File: src/rtl/zigzag_ctrl_pkg.sv
// Shared types and constants for the FDCT-to-zigzag sequencer: state encoding,
// counter geometry and the JPEG zigzag scan table.
package jpeg_zz_pkg;

    localparam int N_COEF = 64;
    localparam int CNT_W  = $clog2(N_COEF);

    typedef enum logic [1:0] {
        IDLE  = 2'd0,
        LOAD  = 2'd1,
        DRAIN = 2'd2
    } zz_state_t;

    localparam logic [CNT_W-1:0] CNT_ZERO   = 6'd0;
    localparam logic [CNT_W-1:0] CNT_ONE    = 6'd1;
    localparam logic [CNT_W-1:0] CNT_PENULT = 6'd62;
    localparam logic [CNT_W-1:0] CNT_LAST   = 6'd63;

    // Raster position of each beat of the standard JPEG zigzag scan.
    localparam logic [CNT_W-1:0] ZZ_TABLE [N_COEF] = '{
        6'd0,  6'd1,  6'd8,  6'd16, 6'd9,  6'd2,  6'd3,  6'd10,
        6'd17, 6'd24, 6'd32, 6'd25, 6'd18, 6'd11, 6'd4,  6'd5,
        6'd12, 6'd19, 6'd26, 6'd33, 6'd40, 6'd48, 6'd41, 6'd34,
        6'd27, 6'd20, 6'd13, 6'd6,  6'd7,  6'd14, 6'd21, 6'd28,
        6'd35, 6'd42, 6'd49, 6'd56, 6'd57, 6'd50, 6'd43, 6'd36,
        6'd29, 6'd22, 6'd15, 6'd23, 6'd30, 6'd37, 6'd44, 6'd51,
        6'd58, 6'd59, 6'd52, 6'd45, 6'd38, 6'd31, 6'd39, 6'd46,
        6'd53, 6'd60, 6'd61, 6'd54, 6'd47, 6'd55, 6'd62, 6'd63
    };

    function automatic logic [CNT_W-1:0] zz_lookup(input logic [CNT_W-1:0] cnt);
        return ZZ_TABLE[cnt];
    endfunction

endpackage

File: src/rtl/zigzag_ctrl_if.sv
// Control/stream bundle between the zigzag sequencer and its surroundings
// (FDCT completion in, coefficient handshake and status out).
interface zigzag_ctrl_if;
    import jpeg_zz_pkg::*;

    logic             ena;
    logic             dct_done;
    logic             out_ready;
    logic             clr_err;
    logic             ld_zigzag;
    logic             dout_valid;
    logic [CNT_W-1:0] zz_cnt;
    logic [CNT_W-1:0] zz_idx;
    logic             last;
    logic             block_done;
    logic             busy;
    logic             overrun;

    modport master (
        output ena, dct_done, out_ready, clr_err,
        input  ld_zigzag, dout_valid, zz_cnt, zz_idx, last, block_done, busy, overrun
    );

    modport slave (
        input  ena, dct_done, out_ready, clr_err,
        output ld_zigzag, dout_valid, zz_cnt, zz_idx, last, block_done, busy, overrun
    );

endinterface

File: src/rtl/zigzag_ctrl_index_rom.sv
// Combinational zigzag lookup: beat number to raster coefficient index.
module zz_index_rom
    import jpeg_zz_pkg::*;
(
    input  logic [CNT_W-1:0] i_cnt,
    output logic [CNT_W-1:0] o_idx
);

    assign o_idx = zz_lookup(i_cnt);

endmodule

File: src/rtl/zigzag_ctrl.sv
// Sequencer that loads an FDCT block into the sresult array and drains it
// in zigzag order, with a one-deep pending queue and sticky overrun flag.
module zigzag_ctrl
    import jpeg_zz_pkg::*;
(
    input  logic         clk,
    input  logic         rst,
    zigzag_ctrl_if.slave bus
);

    zz_state_t        r_state;
    logic             r_pending;
    logic             r_overrun;
    logic             r_ld;
    logic             r_valid;
    logic             r_last;
    logic             r_block_done;
    logic             r_busy;
    logic [CNT_W-1:0] r_cnt;
    logic [CNT_W-1:0] w_idx;

    logic w_at_last;
    logic w_accept;
    logic w_consume;
    logic w_direct;
    logic w_set_pending;
    logic w_ovr_evt;

    zz_index_rom u_rom (
        .i_cnt (r_cnt),
        .o_idx (w_idx)
    );

    assign w_at_last = (r_cnt == CNT_LAST);
    assign w_accept  = r_valid & bus.out_ready & bus.ena;
    // Pending is taken either from IDLE or at the end of a drain.
    assign w_consume = bus.ena & r_pending & ((r_state == IDLE) | (w_accept & w_at_last));
    // An idle, enabled controller starts the block itself instead of queueing it.
    assign w_direct      = bus.ena & (r_state == IDLE) & ~r_pending;
    assign w_set_pending = bus.dct_done & ~w_direct;
    assign w_ovr_evt     = bus.dct_done & r_pending & ~w_consume;

    // Sequencer state, beat counter, pending queue and sticky overrun.
    always_ff @(posedge clk or negedge rst) begin
        if (!rst) begin
            r_state      <= IDLE;
            r_pending    <= 1'b0;
            r_overrun    <= 1'b0;
            r_ld         <= 1'b0;
            r_valid      <= 1'b0;
            r_last       <= 1'b0;
            r_block_done <= 1'b0;
            r_busy       <= 1'b0;
            r_cnt        <= CNT_ZERO;
        end else begin
            if (w_set_pending) begin
                r_pending <= 1'b1;
            end else if (w_consume) begin
                r_pending <= 1'b0;
            end

            if (w_ovr_evt) begin
                r_overrun <= 1'b1;
            end else if (bus.clr_err) begin
                r_overrun <= 1'b0;
            end

            if (bus.ena) begin
                r_block_done <= 1'b0;
                case (r_state)
                    IDLE: begin
                        if (bus.dct_done || r_pending) begin
                            r_state <= LOAD;
                            r_ld    <= 1'b1;
                            r_busy  <= 1'b1;
                        end
                    end
                    LOAD: begin
                        r_state <= DRAIN;
                        r_ld    <= 1'b0;
                        r_valid <= 1'b1;
                        r_last  <= 1'b0;
                        r_cnt   <= CNT_ZERO;
                    end
                    DRAIN: begin
                        if (w_accept) begin
                            if (w_at_last) begin
                                r_valid      <= 1'b0;
                                r_last       <= 1'b0;
                                r_cnt        <= CNT_ZERO;
                                r_block_done <= 1'b1;
                                if (r_pending) begin
                                    r_state <= LOAD;
                                    r_ld    <= 1'b1;
                                end else begin
                                    r_state <= IDLE;
                                    r_busy  <= 1'b0;
                                end
                            end else begin
                                r_cnt  <= r_cnt + CNT_ONE;
                                r_last <= (r_cnt == CNT_PENULT);
                            end
                        end
                    end
                    default: begin
                        r_state <= IDLE;
                        r_ld    <= 1'b0;
                        r_valid <= 1'b0;
                        r_last  <= 1'b0;
                        r_busy  <= 1'b0;
                        r_cnt   <= CNT_ZERO;
                    end
                endcase
            end
        end
    end

    // Strobes are held while frozen and only shown on enabled cycles.
    assign bus.ld_zigzag  = r_ld & bus.ena;
    assign bus.block_done = r_block_done & bus.ena;
    assign bus.dout_valid = r_valid;
    assign bus.zz_cnt     = r_cnt;
    assign bus.zz_idx     = w_idx;
    assign bus.last       = r_last;
    assign bus.busy       = r_busy;
    assign bus.overrun    = r_overrun;

endmodule

File: src/flat_wrapper.sv
// flat-port wrapper written by rule: the top's interface ports become plain ports
module zigzag_ctrl_flat import jpeg_zz_pkg::*;
  (clk, rst, bus_ena, bus_dct_done, bus_out_ready, bus_clr_err, bus_ld_zigzag, bus_dout_valid, bus_zz_cnt, bus_zz_idx, bus_last, bus_block_done, bus_busy, bus_overrun);
  zigzag_ctrl_if bus_i ();
  input  logic clk;
  input  logic rst;
  input wire logic [$bits(bus_i.ena)-1:0] bus_ena;
  input wire logic [$bits(bus_i.dct_done)-1:0] bus_dct_done;
  input wire logic [$bits(bus_i.out_ready)-1:0] bus_out_ready;
  input wire logic [$bits(bus_i.clr_err)-1:0] bus_clr_err;
  output wire logic [$bits(bus_i.ld_zigzag)-1:0] bus_ld_zigzag;
  output wire logic [$bits(bus_i.dout_valid)-1:0] bus_dout_valid;
  output wire logic [$bits(bus_i.zz_cnt)-1:0] bus_zz_cnt;
  output wire logic [$bits(bus_i.zz_idx)-1:0] bus_zz_idx;
  output wire logic [$bits(bus_i.last)-1:0] bus_last;
  output wire logic [$bits(bus_i.block_done)-1:0] bus_block_done;
  output wire logic [$bits(bus_i.busy)-1:0] bus_busy;
  output wire logic [$bits(bus_i.overrun)-1:0] bus_overrun;
  assign bus_i.ena = bus_ena;
  assign bus_i.dct_done = bus_dct_done;
  assign bus_i.out_ready = bus_out_ready;
  assign bus_i.clr_err = bus_clr_err;
  assign bus_ld_zigzag = bus_i.ld_zigzag;
  assign bus_dout_valid = bus_i.dout_valid;
  assign bus_zz_cnt = bus_i.zz_cnt;
  assign bus_zz_idx = bus_i.zz_idx;
  assign bus_last = bus_i.last;
  assign bus_block_done = bus_i.block_done;
  assign bus_busy = bus_i.busy;
  assign bus_overrun = bus_i.overrun;
  zigzag_ctrl u_core (.clk(clk), .rst(rst), .bus(bus_i));
endmodule
File: config.mk
export PLATFORM = sky130hd
export DESIGN_NAME = zigzag_ctrl_flat
export DESIGN_NICKNAME = d
export VERILOG_FILES = /design/src/rtl/zigzag_ctrl_pkg.sv /design/src/rtl/zigzag_ctrl_if.sv /design/src/rtl/zigzag_ctrl_index_rom.sv /design/src/rtl/zigzag_ctrl.sv /design/src/flat_wrapper.sv
export SDC_FILE = /design/constraint.sdc
export NUM_CORES = 1
export LEC_CHECK = 0
export BUFFER_PORTS_ARGS = -buffer_cell sky130_fd_sc_hd__buf_2
export CORE_MARGIN = 2
export CORE_UTILIZATION = 55
export DETAILED_ROUTE_END_ITERATION = 7
export PLACE_DENSITY = 0.8
export SETUP_SLACK_MARGIN = 0.15
export SLEW_MARGIN = 20
export SYNTH_ARGS = -nofsm -noshare
export SYNTH_HDL_FRONTEND = slang
export SYNTH_SLANG_ARGS = --single-unit
File: constraint.sdc
create_clock -name clk -period 2.5 [get_ports clk]
set_input_delay 0.125 -clock clk [delete_from_list [all_inputs] [get_ports clk]]
set_output_delay 0.125 -clock clk [all_outputs]
set_load 0.05 [all_outputs]
## Word-level counts from Yosys, hierarchy flattened

Memories as Yosys holds them, arrays and structs flattened.
Index checks and enable logic that the tools add are counted.

| word-level totals | value |
|---|---|
| register bits | 15 |
| memory bits (read-only) | 384 |
| input bits | 6 |
| output and inout bits | 18 |
| logic and storage cells | 81 |
| memories kept | 1 |

Memory list:

| memory | depth | width | rd ports | clocked after memory_dff | write ports | RTL line | source |
|---|---|---|---|---|---|---|---|
| (no name shown) | 64 | 6 | 1 | 0 | 0 | zigzag_ctrl_pkg.sv:32 | `return ZZ_TABLE[cnt];` |

| operators by class | value |
|---|---|
| add/subtract/negate cells | 1 |
| magnitude comparators | 1 |
| equality and inequality tests | 9 |
| muxes and demuxes | 32 |
| bitwise logic cells | 19 |
| reduce and logical (&&, ||, !) cells | 9 |

Operators by type and width:

| operator | number |
|---|---|
| $mux 6 | 4 |
| $mux 1 | 19 |
| $and 1x1->1 | 12 |
| $eq 6x6->1 const B | 2 |
| $pmux 6 s2 | 1 |
| $reduce_and 4->1 | 2 |
| $ge 7x7->1 const B | 1 |
| $not 6->7 | 1 |
| $add 6x1->6 const B | 1 |
| $mux 2 | 3 |
| $ne 2x1->1 const B | 3 |
| $pmux 1 s3 | 2 |
| $pmux 2 s3 | 1 |
| $reduce_and 6->1 | 1 |
| $not 1->1 | 5 |
| $reduce_and 5->1 | 1 |
| $ne 2x2->1 const B | 2 |
| $pmux 1 s2 | 2 |
| $reduce_bool 2->1 | 2 |
| $reduce_and 3->1 | 1 |
| $eq 2x1->1 const B | 1 |
| $eq 2x2->1 const B | 1 |
| $logic_not 2->1 | 1 |
| $logic_or 1x1->1 | 1 |
| $or 1x1->1 | 1 |

## Longest topological paths before layout

Gate-level depths: netlist (run 1).

| logic depth | value |
|---|---|
| word-level depth | 8 |
| gate-level depth with buffers | 7 |
| depth with buffers taken out | 6 |

## By module

From an unflattened synthesis (run 1), not the netlist that was laid out.

| unflattened totals | value |
|---|---|
| cells, all modules | 188 |
| area total of the unflattened synthesis | 1571.5 um^2 |

By module, submodules not included:

| module | times used | cells each | area an instance (um^2) | seq. area each (um^2) |
|---|---|---|---|---|
| zigzag_ctrl | 1 | 87 | 815.8 | 375.4 |
| zz_index_rom | 1 | 101 | 755.7 | 0.0 |

## Least setup slack after synthesis (run 1)

No wires, ideal clock.

| path | value |
|---|---|
| path type | reg-to-output |
| from | register u_core.r_cnt[1], in the netlist u_core.bus.zz_cnt[1] |
| to | output port bus_zz_idx[5] |
| arrival time | 3.069 ns |
| setup slack | -0.694 ns |
| cell stages (with the launch flop) | 5 |
| path buffers | 0 |
| cells stage by stage | dfrtp_1 ha_1 inv_1 ha_1 o41ai_1 |

| on the way | value |
|---|---|
| longest elaborated chain between the ends | 4 |

Ends and longest elaborated chain:

| item | RTL line | source |
|---|---|---|
| from (decl) | zigzag_ctrl.sv:19 | `logic [CNT_W-1:0] r_cnt;` |
| from (signal assigned) | zigzag_ctrl.sv:100 | `r_cnt <= r_cnt + CNT_ONE;` |
| $not 6->7 (not written as such) | zigzag_ctrl_pkg.sv:32 |  |
| $mem_v2 64x6 | n/a |  |
| $mux 6 (not written as such) (2 in a row) | zigzag_ctrl_pkg.sv:32 |  |
| to (decl) | flat_wrapper.sv:14 | `output wire logic [$bits(bus_i.zz_idx)-1:0] bus_zz_idx;` |

Every way passes these cells. The select of a mux whose other input is x is not followed.

## Final worst setup path (run 1)

| path | value |
|---|---|
| from | register u_core.r_cnt[0], in the netlist u_core.bus.zz_cnt[0] |
| to | output port bus_zz_idx[3] |

Same word-level chain as after synthesis.

==> summary.txt, run 1 <==
Run status
  • Status: finished, final reports clean

Global routing
  • Largest net degree at the start of global routing: 28
  • Gr ovfl total: 0
  • Vias in the first global route: between 1000 and 1500
  • All-Layer GR Usage: 24.5%
  • Antenna violations before repair: 0
  • Global-route wire length before repair: 6200 um

Die
  • Die Y: about 57 um
  • Initial Util: 56.6%
  • Die width: 56.6 um
  • Die area: 3200 um^2
  • I/O pins: 24
  • Row cnt: 19
  • Core Footprint: 2690 um^2

Worst setup path
  • Reg2reg start: u_core.bus.zz_cnt[4]$_DFFE_PN0P_
  • Max incr delay on CP: 0.47 ns
  • Worst-path fanout max: 6
  • CP bufs+invs: 3
  • Setup crit end: bus_zz_idx[3]
  • Worst path top cell family by delay: multiplexers
  • Slowest CP cell: mux4_2
  • R2R cell count: 4
  • Critical R2R Capture: u_core.r_state[1]$_DFFE_PN0P_
  • Critical path depth: 6
  • Worst setup EP type: output pin
  • Arrival @ worst endpoint: roughly 2.3 ns
  • CP dominant cell by count: mux4_2
  • Critical Path Start: u_core.bus.zz_cnt[0]$_DFFE_PN0P_
  • Crit Path Class: reg -> out
  • Worst-path cell chain: clkinvlp_4 > ha_4 > inv_2 > mux4_2 > mux4_2 > buf_6
  • Flop-to-flop setup slack: slightly above 0.6 ns
  • WP data required: ~2.4 ns
  • Startpoint Class: flop

STA
  • Tmin final: 2.41 ns
  • RSZ-0062 raised after global routing: yes
  • Worst Clk Skew: 0.0126 ns
  • Slew headroom: 63.7%
  • Fin Setup TNS: 0 ns
  • Worst Tran Pin Value: 0.545 ns
  • Final period utilization: 96.2%
  • Max Clk Rate: 416 MHz
  • Hold Vio Cnt, Final: 0
  • Final setup fails: 0
  • Max Transition Viols Final: 0

Final layout
  • FF/Latch Area: ~380 um^2
  • Fillers: between 200 and 250
  • Layout area overhead: 17.8%
  • Fin cells: around 230
  • Fin util: 66.7%
  • Multi-input gate area: between 1000 and 1500 um^2
  • Nets: about 230
  • Share of layout cells above drive strength 1: 30.0%
  • Ant diodes: 0

Route
  • Violation count after the first detailed-route iteration: 87
  • Routed via count: 1446
  • Remaining antenna violation count: 0
  • Vias/cell: 6.18
  • Wire length per cell: ~16 um
  • Routed WL: 3720 um
  • Remaining DRCs: 0
  • Detailed Routing Iterations Pass 1: 4

Clock network
  • Inserted Clock Buffers: 3
  • CTS Sinks: 15
  • Max clock buf depth: 2
  • H-tree Lvls: 1
  • CTS tree: done
  • Skew-Pair Late Insertion Delay: 0.30 ns
  • Clock root cell: clkbuf_4
  • Worst-path clk slew: 0.10 ns

Yosys
  • Synth Area per Inst: 8.54 um^2
  • Yosys warns: 0
  • Seq cells post-synth: 15
  • Cells after Synth: 178
  • Syn Nets: 200
  • Post-synth EDFFs: 0
  • Seq/Total Area, Yosys: around a quarter
  • Synth async-reset ratio: 100%
  • Synth unique cells: 52
  • Synthesized area: roughly 1500 um^2
  • Ys flop type: dfrtp_1

Pwr
  • Power Density: ~810 nW/um^2
  • Pleak: 0.000775 uW
  • Maximum VDD drop: between 700 and 800 uV

Place
  • PortBufs: 23
  • Final HPWL from detailed placement: 2640 um
  • Global placement routability congestion: 0.867
  • Placed insts: 224

Flow run
  • # Max-Cap Violations: 0

Worst hold path
  • Hold crit path type: in -> reg
layout make-up:
cell class                      instances  area share, %
Inverter                                9           2.10
Tap cell                               31           2.17
Multi-Input combinational cell        141           60.6
Timing Repair Buffer                   34           12.2
Sequential cell                        15           21.3
Clock buffer                            3           1.26
Clock inverter                          1          0.419
logic make-up (layout without fill, tap and decap cells):
family	after synthesis	in the layout	share of synthesized area [%]
AND/OR/NAND/NOR	62	62	21.0
flip-flops	15	15	24.7
adder cells (fa/ha/maj)	16	16	13.2
multiplexers	10	10	9.30
AO/OA/AOI/OAI	47	47	20.9
buffers and inverters	22	47	7.49
XOR/XNOR	6	6	3.46
registers in the layout, summed over array words and instances, names as in the netlist:
register and count:
u_core.r_state 2, u_core.r_block_done 1, u_core.bus.dout_valid 1, u_core.bus.overrun 1, u_core.bus.busy 1, u_core.r_ld 1, u_core.r_pending 1, u_core.bus.last 1
u_core.bus.zz_cnt 6
layer usage:
layer  up-vias  routed length [um]  global-route usage (%)
li1        699                   -                       -
met1       696                1780                    36.5
met2        43                1710                    36.5
met3         8                 167                    4.15
met4         0                  51                    6.46
met5         -                   0                       0
Yosys cell counts, types with 3 or more instances:
| master | instances | share of area [%] |
|---|---|---|
| ha_1 | 16 | 13 |
| mux2i_1 | 4 | 2.6 |
| mux4_2 | 3 | 4.4 |
| nand2b_1 | 4 | 1.6 |
| xnor2_1 | 4 | 2.3 |
| nand3_1 | 5 | 1.6 |
| o41ai_1 | 3 | 1.7 |
| and2_1 | 3 | 1.2 |
| o211ai_1 | 4 | 2.0 |
| a21oi_1 | 10 | 3.3 |
| nand2_1 | 10 | 2.5 |
| o21ai_0 | 10 | 3.3 |
| buf_2 | 7 | 2.3 |
| inv_1 | 8 | 2.0 |
| nand4_1 | 3 | 1.2 |
| nor2_1 | 18 | 4.4 |
| dfrtp_1 | 15 | 25 |
| o31ai_1 | 3 | 1.5 |
| nor3_1 | 7 | 2.3 |
| buf_6 | 3 | 2.2 |
cell usage in the layout (no fill, tap or decap), types with 3 or more instances in the layout:
cell / Yosys / layout
ha_1: 16 / 13
clkbuf_4: 0 / 4
buf_4: 0 / 11
mux2i_1: 4 / 4
nand2_1: 10 / 10
buf_2: 7 / 19
a21oi_1: 10 / 9
nor3_1: 7 / 7
and2_1: 3 / 3
dfrtp_1: 15 / 10
nand2b_1: 4 / 4
nor2_1: 18 / 18
inv_1: 8 / 6
o31ai_1: 3 / 3
o211ai_1: 4 / 4
o21ai_0: 10 / 9
dfrtp_2: 0 / 5
nand3_1: 5 / 5
mux4_2: 3 / 3
nand4_1: 3 / 3
xnor2_1: 4 / 4
timing repair:
action	CTS	global route
setup buffers	4	1
pin swaps	1	0
endpoints found under the hold margin	15	0
endpoints found under the setup margin	4	4
gates resized for setup	10	4
hold buffers	1	0
power breakdown:
part           internal, uW  total, uW  switching (uW)
clock                  61.1        147            86.0
combinational           360        914             554
sequential              304        386            81.6
through the flow:
step	setup slack (ns)	area [um^2]	total power (uW)	hold WS (ns)
6_report	0.0949	1790	1450	0.0779
5_1_grt	0.0383	1790	1540	0.100
4_1_cts	0.0895	1770	1410	0.0770
3_5_place_dp	0.254	1670	1200	0.0528
3_3_place_gp	0.303	1670	1170	0.0447
2_1_floorplan	0.112	1560	1040	-0.171
worst min-delay path by stage:
stage | slack, ns | from | endpoint | cells after the start
2_1_floorplan | -0.17 | rst | u_core.bus.busy$_DFFE_PN0P_ | 0
3_3_place_gp | 0.04 | rst | u_core.bus.overrun$_DFFE_PN0P_ | 1
3_5_place_dp | 0.05 | rst | u_core.bus.overrun$_DFFE_PN0P_ | 1
4_1_cts | 0.08 | bus_clr_err | u_core.bus.overrun$_DFFE_PN0P_ | 2
5_1_grt | 0.1 | bus_clr_err | u_core.bus.overrun$_DFFE_PN0P_ | 2
6_report | 0.08 | bus_clr_err | u_core.bus.overrun$_DFFE_PN0P_ | 2
Power figures use the tool's default switching activity.
==> inputs of run 2 (changes only) <==
REMOVE_ABC_BUFFERS = 1   (was not set)
==> run 2 against run 1 <==
Compared with the run above: maximum frequency is 4.8% higher; via count is 2.9% higher; combinational power hardly changed; core utilization is 0.28 points higher; clock power is 5% lower; flip-flop and latch count stayed put; first-iteration DRC count is 2.3% higher; worst hold slack worse by 0.0063 ns; global-route usage is 1.3 points lower; critical endpoint unchanged; highest routed layer unchanged.
==> summary.txt, run 2 (synthesized netlist as in run 1, its figures left out) <==
Route
  • Detailed Routing Iterations Pass 1: 4 (unchanged)
  • Wire length per cell: 16.1 um (+1.6%)
  • Remaining DRCs: 0 (unchanged)
  • Remaining antenna violation count: 0 (unchanged)
  • Vias/cell: 6.36 (+2.9%)
  • Violation count after the first detailed-route iteration: 89 (+2.3%)
  • Routed WL: 3780 um (+1.6%)
  • Routed via count: 1488 (+2.9%)

STA
  • Max Clk Rate: 436 MHz (+4.8%)
  • Final period utilization: 91.8% (-4.4 points)
  • Tmin final: 2.30 ns (-0.109 ns)
  • RSZ-0062 raised after global routing: yes
  • Worst Clk Skew: 0.0125 ns (-0.000149 ns)
  • Slew headroom: 67.0% (+3.3 points)
  • Final setup fails: 0 (unchanged)
  • Fin Setup TNS: 0 ns (unchanged)
  • Worst Tran Pin Value: 0.495 ns (-0.0491 ns)
  • Hold Vio Cnt, Final: 0 (unchanged)
  • Max Transition Viols Final: 0 (unchanged)

Worst setup path
  • Crit Path Class: reg -> out
  • WP data required: 2.38 ns (about the same)
  • Startpoint Class: flop
  • Reg2reg start: u_core.bus.zz_cnt[4]$_DFFE_PN0P_
  • Worst-path fanout max: 6 (unchanged)
  • Arrival @ worst endpoint: 2.17 ns (-0.11 ns)
  • Critical Path Start: u_core.bus.zz_cnt[1]$_DFFE_PN0P_
  • Worst setup EP type: output pin

Pwr
  • Comb pwr share: 63.7% (+0.5 points)
  • Power Density: 800 nW/um^2 (-0.95%)
  • Pleak: 0.000776 uW (+0.22%)
  • Switch share: 50.0% (+0.18 points)
  • Switching power: 720 uW (-0.18%)
  • Maximum VDD drop: 749 uV (-2.3%)
  • Internal cell power: 719 uW (-0.89%)
  • Total power: 1440 uW (-0.54%)
  • Reg power frac: 26.6% (about the same)
  • Clock network fraction of design power: 9.7% (-0.5 points)

Die
  • I/O pins: 24 (unchanged)
  • Initial Util: 56.6% (unchanged)
  • Die area: 3200 um^2 (unchanged)
  • Die Y: 56.6 um (unchanged)
  • Die width: 56.6 um (unchanged)
  • Core Footprint: 2690 um^2 (unchanged)
  • Row cnt: 19 (unchanged)

Clock network
  • Inserted Clock Buffers: 3 (unchanged)
  • Worst-path clk slew: 0.10 ns (about the same)
  • H-tree Lvls: 1 (unchanged)
  • Clock root cell: clkbuf_4
  • CTS tree: done
  • CTS Sinks: 15 (unchanged)
  • Max clock buf depth: 2 (unchanged)
  • Skew-Pair Late Insertion Delay: 0.29 ns (about the same)

Final layout
  • Fin util: 66.9% (+0.28 points)
  • Ant diodes: 0 (unchanged)
  • Max reg flops: 6 (unchanged)
  • Fin cells: 234 (unchanged)
  • Nets: 226 (unchanged)
  • Leading cell types in the layout, fill and taps excluded: buf_2, nor2_1, dfrtp_1
  • Commonest non-fill, non-tap cell in the layout: buf_2
  • Fillers: 209 (-5.4%)
  • Layout area overhead: 18.3%
  • Share of layout cells above drive strength 1: 29.6% (-0.49 points)

Place
  • Final HPWL from detailed placement: 2600 um (-1.4%)
  • PortBufs: 23 (unchanged)
  • Global placement routability congestion: 0.824 (-5.0%)
  • Placed insts: 225 (+0.45%)

Global routing
  • Global-route wire length before repair: 6000 um (-3.3%)
  • Vias in the first global route: 1300 (-0.61%)
  • Largest net degree at the start of global routing: 30 (+7.1%)
  • Gr ovfl total: 0 (unchanged)
  • All-Layer GR Usage: 23.2% (-1.3 points)
  • Antenna violations before repair: 0 (unchanged)

Worst hold path
  • HP Start: bus_clr_err
  • Hold crit path type: in -> reg

Flow run
  • # Max-Cap Violations: 0 (unchanged)

Run status
  • Status: finished, final reports clean
-- run 2: changes by cell type in the layout (fill, tap and decap cells not counted), sizes merged --
| cell | change |
|---|---|
| buf | -1 |
| clkinv | +1 |
-- run 2: layer usage --
metal  track usage, %  part of all wire, %
met5                0                    0
met2             36.4                   51
met3             3.00                  6.7
met4             5.44                  1.6
met1             34.0                   41
-- run 2: path summary, 6_finish.rpt --
path	cells after the start	slack, ns	endpoint
setup / recovery	6	0.20	bus_zz_idx[3]
hold / removal	2	0.07	u_core.bus.overrun$_DFFE_PN0P_
setup reg to reg	4	0.66	u_core.r_state[1]$_DFFE_PN0P_
hold reg to reg	1	0.51	u_core.r_block_done$_DFFE_PN0P_
max in group asynchronous	2	1.94	u_core.bus.zz_cnt[3]$_DFFE_PN0P_
min in group asynchronous	2	0.26	u_core.r_block_done$_DFFE_PN0P_
-- run 2: area by class of cell --
type | instances | area, um^2 | area share, %
repair buffers | 33 | 228 | 12.7
multi-input cells | 141 | 1080 | 60.2
inverters | 9 | 37.5 | 2.09
clock buffers | 3 | 22.5 | 1.25
well taps | 31 | 38.8 | 2.16
clock inverters | 1 | 5.00 | 0.278
repair inverters | 1 | 5.00 | 0.278
flip-flops and latches | 15 | 379 | 21.1
-- run 2: timing repair --
item                                   4_1_cts  5_1_grt
pin swaps                                    0        1
cloned                                       0        1
setup buffers                                0        3
hold buffers                                 1        0
resized for setup                            3       22
endpoints found under the hold margin       15        0
setup endpoints to repair                    3        5
-- run 2: worst max-delay path, stage by stage (launching register included) --
cell	delay, ns
dfrtp_1	0.37
inv_2	0.06
buf_4	0.16
ha_2	0.18
mux4_2	0.45
mux4_2	0.49
buf_8	0.17
-- run 2: stage by stage --
| stage | cell area, um^2 | hold slack [ns] | worst slack, ns |
|---|---|---|---|
| final | 1800 | 0.0716 | 0.204 |
| after detailed placement | 1650 | 0.0455 | 0.399 |
| after global routing | 1800 | 0.0922 | 0.129 |
| after global placement | 1650 | 0.0338 | 0.477 |
| after CTS | 1700 | 0.0732 | 0.109 |
| after floorplan | 1440 | -0.171 | -0.975 |
-- run 2: power by group through the flow --
| stage | clock network [uW] | logic [uW] | registers (uW) |
|---|---|---|---|
| 2_1_floorplan | 0 | 468 | 503 |
| 3_3_place_gp | 0 | 778 | 376 |
| 3_5_place_dp | 0 | 811 | 379 |
| 4_1_cts | 141 | 822 | 374 |
| 5_1_grt | 151 | 993 | 395 |
| 6_report | 140 | 917 | 382 |
==> inputs of run 3 (changes only) <==
ABC_AREA = 1   (was not set)
CORE_ASPECT_RATIO = 1.2   (was not set)
==> run 3 against run 2 <==
Compared with the run above: die area up 0.35%; clock skew down 0.010 ns; critical path depth up 4; final cell count up 26%; sequential power down 36%; highest routed layer unchanged; count of clock-buffer cells in the layout up 1; combinational power down 98%; register-to-register slack better by 0.25 ns; largest cell class unchanged; total power down 72%.
==> summary.txt, run 3 <==
Worst hold path
  • WHS Path Cells: 4 (+2)
  • Hold crit path type: in -> reg
  • WHS Endpoint: u_core.bus.overrun$_DFFE_PN0P_
  • HP Start: bus_clr_err

Yosys
  • Synthesized area: 1530 um^2 (+0.33%)
  • Synth Area per Inst: 6.49 um^2 (-24%)
  • Cells after Synth: 235 (+32%)
  • Seq/Total Area, Yosys: 24.6% (-0.081 points)
  • Yosys warns: 0 (unchanged)
  • Most common cell in the netlist: nand2_1
  • Synth unique cells: 23 (-56%)
  • Area leader, netlist: dfrtp_1
  • Synth async-reset ratio: 100% (unchanged)
  • Post-synth top area share: 24.6% (-0.081 points)
  • Seq cells post-synth: 15 (unchanged)
  • Ys flop type: dfrtp_1
  • Area contributors post-synth: dfrtp_1, nand2_1, ha_1, nand3_1, inv_1
  • Post-synth EDFFs: 0 (unchanged)
  • Most frequent cells after synthesis: nand2_1, nand3_1, inv_1

Final layout
  • Nets: 284 (+26%)
  • Fin util: 67.1% (+0.21 points)
  • Leading cell types in the layout, fill and taps excluded: nand2_1, nand3_1, buf_2
  • Commonest non-fill, non-tap cell in the layout: nand2_1
  • Fin cells: 294 (+26%)
  • Layout area overhead: 13.5%
  • Max reg flops: 6 (unchanged)
  • Ant diodes: 0 (unchanged)
  • Share of layout cells above drive strength 1: 19.5% (-10 points)

Route
  • Vias/cell: 5.55 (-13%)
  • Routed via count: 1631 (+9.6%)
  • Violation count after the first detailed-route iteration: 52 (-42%)
  • Remaining antenna violation count: 0 (unchanged)
  • Remaining DRCs: 0 (unchanged)
  • Wire length per cell: 12.6 um (-22%)
  • Routed WL: 3700 um (-2.1%)
  • Detailed Routing Iterations Pass 1: 4 (unchanged)

Global routing
  • Vias in the first global route: 1402 (+7.8%)
  • Largest net degree at the start of global routing: 27 (-10%)
  • Antenna violations before repair: 0 (unchanged)
  • All-Layer GR Usage: 24.8% (+1.6 points)
  • Global-route wire length before repair: 5950 um (-0.70%)
  • Gr ovfl total: 0 (unchanged)

STA
  • Fin Setup TNS: 0 ns (unchanged)
  • RSZ-0062 raised after global routing: yes
  • Max Clk Rate: 460 MHz (+5.7%)
  • Slew headroom: 65.9% (-1.0 points)
  • Tmin final: 2.17 ns (-0.124 ns)
  • Worst Clk Skew: 0.00232 ns (-0.0102 ns)
  • Final setup fails: 0 (unchanged)
  • Worst Tran Pin Value: 0.510 ns (+0.0147 ns)
  • Max Transition Viols Final: 0 (unchanged)
  • Hold Vio Cnt, Final: 0 (unchanged)
  • Final worst slack: 0.328 ns (+0.124 ns)
  • Final period utilization: 86.9% (-5.0 points)

Pwr
  • Pleak: 0.000954 uW (+23%)
  • Power Density: 231 nW/um^2 (-71%)
  • Maximum VDD drop: 246 uV (-67%)
  • Total power: 400 uW (-72%)

Die
  • Die area: 3210 um^2 (+0.35%)
  • Initial Util: 59.2% (+2.6 points)
  • I/O pins: 24 (unchanged)
  • Die width: 52.1 um (-8.0%)
  • Core Footprint: 2580 um^2 (-4.1%)
  • Die Y: 61.7 um (+9.0%)
  • Row cnt: 20 (+1)

Clock network
  • H-tree Lvls: 1 (unchanged)
  • Worst-path clk slew: 0.09 ns (about the same)
  • Skew-Pair Late Insertion Delay: 0.28 ns (about the same)
  • CTS tree: done
  • CTS Sinks: 15 (unchanged)
  • Inserted Clock Buffers: 3 (unchanged)
  • Clock root cell: clkbuf_4
  • Max clock buf depth: 2 (unchanged)

Worst setup path
  • Max incr delay on CP: 0.43 ns (-0.06 ns)
  • CP dominant cell by count: nand2_1
  • Worst setup EP type: output pin
  • Arrival @ worst endpoint: 2.05 ns (-0.12 ns)
  • Startpoint Class: flop
  • Worst path top cell family by delay: buffers and inverters
  • Worst-path cell chain: clkinvlp_4 > ha_1 > inv_1 > nand2_1 > nand3_1 > o211ai_1 > nand2_1 > nand2_1 > nand2_1 > buf_2
  • Reg2reg start: u_core.bus.zz_cnt[0]$_DFFE_PN0P_
  • Worst-path fanout max: 5 (-1)
  • WP data required: 2.38 ns (about the same)
  • Crit Path Class: reg -> out
  • Flop-to-flop setup slack: 0.91 ns (+0.25 ns)
  • CP bufs+invs: 3 (unchanged)
  • Slowest CP cell: dfrtp_2
  • R2R cell count: 9 (+5)
  • Critical R2R Capture: u_core.bus.busy$_DFFE_PN0P_

Place
  • Final HPWL from detailed placement: 2760 um (+6.2%)
  • PortBufs: 23 (unchanged)
  • Global placement routability congestion: 0.973 (+18%)
  • Placed insts: 284 (+26%)
  • Place WS: 0.491 ns (+0.0917 ns)

Flow run
  • # Max-Cap Violations: 0 (unchanged)

Run status
  • Status: finished, final reports clean
[run 3: layout make-up]
class                   count  area, um^2
multi-input cells         184         996
fillers                   250         847
flip-flops and latches     15         377
repair buffers             33         193
inverters                  25        97.6
well taps                  33        41.3
clock buffers               4        26.3
[run 3: worst max-delay path by stage]
stage | slack [ns] | start | to | cells after the start
after global routing | 0.14 | u_core.bus.zz_cnt[0]$_DFFE_PN0P_ | bus_zz_idx[4] | 10
final | 0.33 | u_core.bus.zz_cnt[1]$_DFFE_PN0P_ | bus_zz_idx[4] | 10
after CTS | 0.17 | u_core.bus.zz_cnt[1]$_DFFE_PN0P_ | bus_zz_idx[4] | 10
after global placement | 0.54 | u_core.bus.zz_cnt[1]$_DFFE_PN0P_ | bus_zz_idx[4] | 10
after detailed placement | 0.49 | u_core.bus.zz_cnt[1]$_DFFE_PN0P_ | bus_zz_idx[4] | 10
after floorplan | -0.29 | u_core.bus.zz_cnt[0]$_DFFE_PN0P_ | bus_zz_idx[2] | 5
[run 3: power breakdown]
group	internal [uW]	leakage (uW)	switching (uW)
clock	62.0	0.0000150	75.3
combinational	5.67	0.000759	13.2
sequential	243	0.000180	0.493
[run 3: timing repair]
action,in CTS,in global routing
resized for setup,0,3
hold endpoints to repair,15,0
setup buffers,0,5
endpoints found under the setup margin,0,5
hold buffers,1,0
[run 3: metal layers]
metal / vias up / global-route usage, % / part of all wire (%)
met1: 727 / 28.0 / 40
li1: 820 / - / -
met4: 0 / 11.3 / 1.5
met3: 7 / 1.46 / 6.7
met2: 77 / 47.4 / 52
met5: - / 0 / 0
[run 3: per-stage QoR]
stage / hold WS, ns / area (um^2)
floorplan: -0.171 / 1460
global placement: 0.0466 / 1650
detailed placement: 0.0430 / 1650
CTS: 0.0656 / 1690
global route: 0.0866 / 1730
finish: 0.0714 / 1730
[run 3: kinds of logic (layout without fill, tap and decap cells)]
logic type,after synthesis,after routing,share of synthesized area (%)
buffers and inverters,36,62,10.3
DFF,15,15,24.6
AOI/OAI and AO/OA,42,42,15.2
adders and majority gates,16,16,13.1
xor gates and xnor gates,1,1,0.574
and+or+nand+nor,125,125,36.3
[run 3: worst register-to-register path, stage by stage, from the launching register on]
cell and delay, ns:
dfrtp_1 0.35, buf_4 0.20, ha_2 0.28, nand3_2 0.11, nor2_4 0.14, nor2_2 0.08
nor2_4 0.16, nand2_1 0.07, nand2_1 0.05, nand2_1 0.04
